`src/rtl/spi_ram_pkg.sv`:
```
// Shared types and constants for the SPI command controller and RAM arbiter.
package spi_ram_pkg;

  localparam logic [1:0] OP_WR_ADDR = 2'b00;
  localparam logic [1:0] OP_WR_DATA = 2'b01;
  localparam logic [1:0] OP_RD_ADDR = 2'b10;
  localparam logic [1:0] OP_RD_DATA = 2'b11;

  typedef enum logic [1:0] {
    NONE = 2'd0,
    WR   = 2'd1,
    RD   = 2'd2
  } pend_t;

  typedef enum logic [1:0] {
    IDLE     = 2'd0,
    SPI_ACC  = 2'd1,
    HOST_ACC = 2'd2,
    RD_WAIT  = 2'd3
  } state_t;

endpackage

```
`src/rtl/spi_cmd_decode.sv`:
```
// Decodes SPI slave words: rx_valid edge detect, address registers,
// the single pending memory command and the sticky overflow flag.
module spi_cmd_decode
  import spi_ram_pkg::*;
#(
  parameter int ADDR_W = 8,
  parameter int DATA_W = 8
) (
  input  logic              clk,
  input  logic              rst_n,
  input  logic [9:0]        rx_data,
  input  logic              rx_valid,
  input  logic              pend_clr,
  output logic              rx_stb,
  output logic [1:0]        pend,
  output logic [DATA_W-1:0] pend_data,
  output logic [ADDR_W-1:0] wr_addr,
  output logic [ADDR_W-1:0] rd_addr,
  output logic              spi_ovf
);

  logic  rx_valid_d;
  pend_t pend_q;
  logic  busy;

  assign rx_stb = rx_valid & ~rx_valid_d;
  assign pend   = pend_q;
  // A command being taken by the arbiter this cycle is not an overflow.
  assign busy   = (pend_q != NONE) && !pend_clr;

  always_ff @(posedge clk or negedge rst_n) begin
    if (!rst_n) begin
      rx_valid_d <= 1'b0;
      pend_q     <= NONE;
      pend_data  <= '0;
      wr_addr    <= '0;
      rd_addr    <= '0;
      spi_ovf    <= 1'b0;
    end else begin
      rx_valid_d <= rx_valid;
      if (pend_clr) pend_q <= NONE;
      if (rx_stb) begin
        case (rx_data[9:8])
          OP_WR_ADDR: wr_addr <= rx_data[ADDR_W-1:0];
          OP_WR_DATA: begin
            pend_q    <= WR;
            pend_data <= rx_data[DATA_W-1:0];
            if (busy) spi_ovf <= 1'b1;
          end
          OP_RD_ADDR: rd_addr <= rx_data[ADDR_W-1:0];
          OP_RD_DATA: begin
            pend_q <= RD;
            if (busy) spi_ovf <= 1'b1;
          end
          default: ;
        endcase
      end
    end
  end

endmodule

```
`src/rtl/spi_ram_arbiter.sv`:
```
// Arbitrates one single-port RAM between SPI commands (fixed priority)
// and a local host; returns read data to the SPI slave or the host.
module spi_ram_arbiter
  import spi_ram_pkg::*;
#(
  parameter int ADDR_W = 8,
  parameter int DATA_W = 8
) (
  input  logic              clk,
  input  logic              rst_n,
  input  logic [9:0]        rx_data,
  input  logic              rx_valid,
  output logic [DATA_W-1:0] tx_data,
  output logic              tx_valid,
  input  logic              host_req,
  input  logic              host_we,
  input  logic [ADDR_W-1:0] host_addr,
  input  logic [DATA_W-1:0] host_wdata,
  output logic              host_gnt,
  output logic [DATA_W-1:0] host_rdata,
  output logic              host_rvalid,
  output logic              mem_en,
  output logic              mem_we,
  output logic [ADDR_W-1:0] mem_addr,
  output logic [DATA_W-1:0] mem_wdata,
  input  logic [DATA_W-1:0] mem_rdata,
  output logic              spi_ovf
);

  state_t            state;
  logic              owner_spi;
  logic              rx_stb;
  logic [1:0]        pend_bits;
  pend_t             pend;
  logic [DATA_W-1:0] pend_data;
  logic [ADDR_W-1:0] wr_addr;
  logic [ADDR_W-1:0] rd_addr;
  logic              pend_clr;

  assign pend     = pend_t'(pend_bits);
  assign pend_clr = (state == IDLE) && (pend != NONE);

  spi_cmd_decode #(.ADDR_W(ADDR_W), .DATA_W(DATA_W)) u_decode (
    .clk       (clk),
    .rst_n     (rst_n),
    .rx_data   (rx_data),
    .rx_valid  (rx_valid),
    .pend_clr  (pend_clr),
    .rx_stb    (rx_stb),
    .pend      (pend_bits),
    .pend_data (pend_data),
    .wr_addr   (wr_addr),
    .rd_addr   (rd_addr),
    .spi_ovf   (spi_ovf)
  );

  // RAM controls are registered on the IDLE exit edge so they are live
  // exactly during SPI_ACC / HOST_ACC; mem_we then selects the next state.
  always_ff @(posedge clk or negedge rst_n) begin
    if (!rst_n) begin
      state       <= IDLE;
      owner_spi   <= 1'b0;
      mem_en      <= 1'b0;
      mem_we      <= 1'b0;
      mem_addr    <= '0;
      mem_wdata   <= '0;
      host_gnt    <= 1'b0;
      host_rdata  <= '0;
      host_rvalid <= 1'b0;
      tx_data     <= '0;
      tx_valid    <= 1'b0;
    end else begin
      mem_en      <= 1'b0;
      mem_we      <= 1'b0;
      host_gnt    <= 1'b0;
      host_rvalid <= 1'b0;
      if (rx_stb) tx_valid <= 1'b0;
      case (state)
        IDLE: begin
          if (pend != NONE) begin
            state     <= SPI_ACC;
            owner_spi <= 1'b1;
            mem_en    <= 1'b1;
            mem_we    <= (pend == WR);
            mem_addr  <= (pend == WR) ? wr_addr : rd_addr;
            mem_wdata <= pend_data;
          end else if (host_req) begin
            state     <= HOST_ACC;
            owner_spi <= 1'b0;
            mem_en    <= 1'b1;
            mem_we    <= host_we;
            mem_addr  <= host_addr;
            mem_wdata <= host_wdata;
            host_gnt  <= 1'b1;
          end
        end
        SPI_ACC, HOST_ACC: state <= mem_we ? IDLE : RD_WAIT;
        RD_WAIT: begin
          if (owner_spi) begin
            tx_data  <= mem_rdata;
            tx_valid <= 1'b1;
          end else begin
            host_rdata  <= mem_rdata;
            host_rvalid <= 1'b1;
          end
          state <= IDLE;
        end
        default: state <= IDLE;
      endcase
    end
  end

endmodule
```
`config.mk`:
```
export PLATFORM = sky130hd
export DESIGN_NAME = spi_ram_arbiter
export DESIGN_NICKNAME = d
export VERILOG_FILES = /design/src/rtl/spi_ram_pkg.sv /design/src/rtl/spi_cmd_decode.sv /design/src/rtl/spi_ram_arbiter.sv
export SDC_FILE = /design/constraint.sdc
export NUM_CORES = 1
export LEC_CHECK = 0
export BUFFER_PORTS_ARGS = -buffer_cell sky130_fd_sc_hd__buf_2
export CORE_MARGIN = 4
export CORE_UTILIZATION = 55
export CTS_BUF_LIST = sky130_fd_sc_hd__clkbuf_4
export DETAILED_ROUTE_END_ITERATION = 6
export PLACE_DENSITY = 0.81
export SYNTH_ARGS = -nofsm -noshare
export SYNTH_HDL_FRONTEND = slang
export SYNTH_HIERARCHICAL = 1
export SYNTH_SLANG_ARGS = --single-unit
export TNS_END_PERCENT = 10
```
`constraint.sdc`:
```
create_clock -name clk -period 3 [get_ports clk]
set_input_delay 0.15 -clock clk [delete_from_list [all_inputs] [get_ports clk]]
set_output_delay 0.15 -clock clk [all_outputs]
set_load 0.01 [all_outputs]
```
==> flow_metrics.tcl <==
set metrics [dict create \
    power.leakage_nw 1.77 \
    sequential_cell_area_sq_um 1700 \
    place.detailed.hpwl_um 4030 \
    cp_data_arrival_time_ns 2.13 \
    placement.io_buffers 76 \
    clkSinkCount 68 \
    synthDistinctLibCells 33 \
    power.ir.vdd_worst_mv 0.563 \
    die_span_in_y_um 80.8 \
    yosys_register_bits 68 \
    core_sq_um 5110 \
    num_rows 26 \
    required_ns 3.27 \
    multi_input_area_sq_um 1120 \
    post_dp_cell_area_sq_um 3340 \
    max_slew.worst_pin.slew_ns 0.827 \
    post-route-period-util_pct 61.9 \
    drc 0 \
    setup.reg_to_reg.worst_slack_ns 1.14 \
    clock_insertion_delay_worst_skew_ns 0.39 \
    critical_path.endpoint_type "flop" \
    dieWidth_um 80.8 \
    share_of_cells_above_drive_strength_1_pct 49.5 \
    floorplan.initialDensity_pct 57.1 \
    routedWlPerCell_um 15.5 \
    boundaryPins 77 \
    grt_setup_unrepaired "false" \
    cts_clk_pin_slew_worst_paths_ns 0.11 \
    timing.fmax_mhz 539 \
    run_status "finished, final reports clean" \
    whs_path_cells 2 \
    synthesis.nets 254 \
    number_of_instances_in_the_synthesized_netlist 212 \
    antenna_violating_nets_post_route 0 \
    place_congestion 0.757 \
    fp.dieArea_sq_um 6530 \
    area_delta_synth_final_pct 25.3 \
    cts_tree "built" \
    power_per_cell_area_nw_per_um2 955 \
    finClkSkew_ns 0.00795 \
    timing.max_slew.rel_slack_pct 44.8 \
    final_area_sq_um 3650 \
    hold_violations 0 \
    grt_max_degree 69 \
    r2r-end "mem_wdata[4]" \
    fin_nets 348 \
    grt_util_all_layers_pct 19.4 \
    antenna_found_initial 0 \
    part_of_the_yosys_area_used_for_sequential_elements_pct 58.4 \
    first_global_vias 2040 \
    antenna-diode-count 0 \
    cap_violations 0 \
    number_of_inserted_filler_cells_in_the_final_layout 364 \
    hold_start "rx_data[2]" \
    overflow 0 \
    finalWorstPathRequiredPeriod_ns 1.86 \
    cts_made_buffers 9 \
    drt-total-wl_um 5900 \
    initialDrtViolationCount 87 \
    yosys_warnings 6 \
    worst_hold_path_type "in -> reg" \
    critical_path.reg2reg.startpoint "u_decode/pend[1]" \
    max-clock-path-buffers 2 \
    worstSetupStartpointType "flop" \
    hold_end "u_decode/pend_data[2]" \
    timing_worst_setup_path_type "reg -> reg" \
    cts-root-buf "sky130_fd_sc_hd__clkbuf_4" \
    setup-violations-final 0 \
    count_of_h_tree_levels_built_during_cts 3 \
    maxSlewViolCount 0 \
    p_total_mw 3.49 \
    reg2reg_depth 3 \
    detail_route.vias_per_cell 5.18 \
    setup_tns_ns 0 \
    syn_area_per_cell_sq_um 13.7 \
    drt_pre_antenna_iters 4 \
    synth_area_sq_um 2910 \
    dr_total_vias 1975 \
    worst-path-max-fanout 18 \
    cts_repair_resize_count 0 \
    global_route_wire_length_before_repair_um 9470 \
]
==> layout make-up <==
class                      count  share of cell area [%]
timing repair buffer          92                    14.6
sequential                    68                    46.6
inverter                       6                   0.617
tap                           70                    2.40
clock inverter                 5                    2.74
multi-input combinational    129                    30.8
clock buffer                  11                    2.26
==> worst max-delay path by stage <==
stage,startpoint,to,slack [ns],cells after the start
after floorplan,u_decode/rx_valid_d,u_decode/wr_addr[0],1.62,2
after global placement,u_decode/pend[1],mem_wdata[2],1.19,3
after detailed placement,u_decode/pend[1],mem_addr[2],1.15,3
after CTS,u_decode/pend[1],mem_wdata[6],1.15,3
after global routing,u_decode/pend[0],mem_wdata[5],0.97,4
final,u_decode/pend[1],mem_wdata[4],1.14,3
==> sequential cells by signal, summed over array words and instances, names as in the netlist <==
register / flops
host_gnt: 1
u_decode/pend_data: 8
mem_en: 1
owner_spi: 1
mem_addr: 8
u_decode/rd_addr: 8
host_rdata: 8
u_decode/rx_valid_d: 1
u_decode/spi_ovf: 1
tx_data: 8
u_decode/pend: 2
mem_wdata: 8
state: 2
host_rvalid: 1
u_decode/wr_addr: 8
tx_valid: 1
mem_we: 1
==> synthesized netlist by cell type (all sizes together) <==
cell type | n | area share [%]
a21oi | 3 | 0.64
a22o | 1 | 0.34
a31o | 1 | 0.30
a32o | 1 | 0.34
a32oi | 1 | 0.30
and2 | 1 | 0.26
and2b | 2 | 0.60
and3 | 1 | 0.21
and4bb | 2 | 0.86
buf | 8 | 2.1
clkbuf | 1 | 0.17
dfrtp | 68 | 58
ha | 3 | 1.3
inv | 6 | 0.77
mux2 | 48 | 19
mux2i | 16 | 5.5
nand2 | 17 | 2.2
nand2b | 2 | 0.43
nand3b | 1 | 0.26
nor2 | 2 | 0.26
nor2b | 1 | 0.21
nor3 | 1 | 0.17
nor3b | 1 | 0.26
nor4b | 1 | 0.82
o21a | 1 | 0.26
o21ai | 19 | 3.3
o31ai | 2 | 0.99
or2 | 1 | 0.30
==> cells by family (layout without fill, tap and decap cells) <==
group | Yosys count | count (layout) | share of synthesized area (%)
flip-flops | 68 | 68 | 58.4
multiplexers | 64 | 64 | 24.0
AND/OR/NAND/NOR | 33 | 33 | 6.83
AO/OA/AOI/OAI | 29 | 29 | 6.44
buffers and inverters | 15 | 114 | 3.01
adder cells (fa/ha/maj) | 3 | 3 | 1.29
==> metrics by stage <==
stage	cells	hold WS (ns)	utilization, %	worst slack [ns]
finish	381	0.0241	71.5	1.14
global route	381	0.00861	71.5	0.971
CTS	381	0.00305	71.5	1.15
detailed placement	352	0.323	65.4	1.15
global placement	352	0.316	65.4	1.19
floorplan	212	-0.146	-	1.62
==> metal layers <==
layer / up-vias / part of all wire (%) / global-route usage (%)
met3: 8 / 6.5 / 4.21
met2: 73 / 48 / 33.1
met5: - / 0 / 0
met4: 0 / 1.3 / 8.11
li1: 942 / - / -
met1: 952 / 45 / 23.9
==> cell usage in the layout (no fill, tap or decap), types with 2 or more instances in the layout <==
cell / n
sky130_fd_sc_hd__clkbuf_4: 11
sky130_fd_sc_hd__mux2i_1: 16
sky130_fd_sc_hd__a21oi_1: 2
sky130_fd_sc_hd__and4bb_2: 2
sky130_fd_sc_hd__and2b_2: 2
sky130_fd_sc_hd__nor2_1: 2
sky130_fd_sc_hd__buf_4: 3
sky130_fd_sc_hd__nand2b_1: 2
sky130_fd_sc_hd__mux2_2: 48
sky130_fd_sc_hd__o21ai_1: 2
sky130_fd_sc_hd__nand2_1: 17
sky130_fd_sc_hd__o21ai_0: 17
sky130_fd_sc_hd__bufinv_16: 3
sky130_fd_sc_hd__dlygate4sd3_1: 13
sky130_fd_sc_hd__dfrtp_1: 68
sky130_fd_sc_hd__clkinv_2: 2
sky130_fd_sc_hd__buf_2: 76
sky130_fd_sc_hd__inv_1: 6
sky130_fd_sc_hd__ha_1: 3
==> report_power, final <==
part	internal, mW	switching, mW	total (mW)
clock	0.439	0.311	0.750
combinational	0.641	0.607	1.25
sequential	1.26	0.235	1.49
==> repair_timing <==
| item | 4_1_cts | 5_1_grt |
|---|---|---|
| hold buffers | 13 | 0 |
| endpoints found under the hold margin | 93 | 0 |
| buffers inserted | 0 | 0 |
==> worst max-delay path, cell delays in order, from the launching register on <==
cell                      delay, ns
sky130_fd_sc_hd__dfrtp_1       0.64
sky130_fd_sc_hd__o31ai_4       0.66
sky130_fd_sc_hd__buf_4         0.32
sky130_fd_sc_hd__o21ai_0       0.11
(Power assumes the default switching activity.)
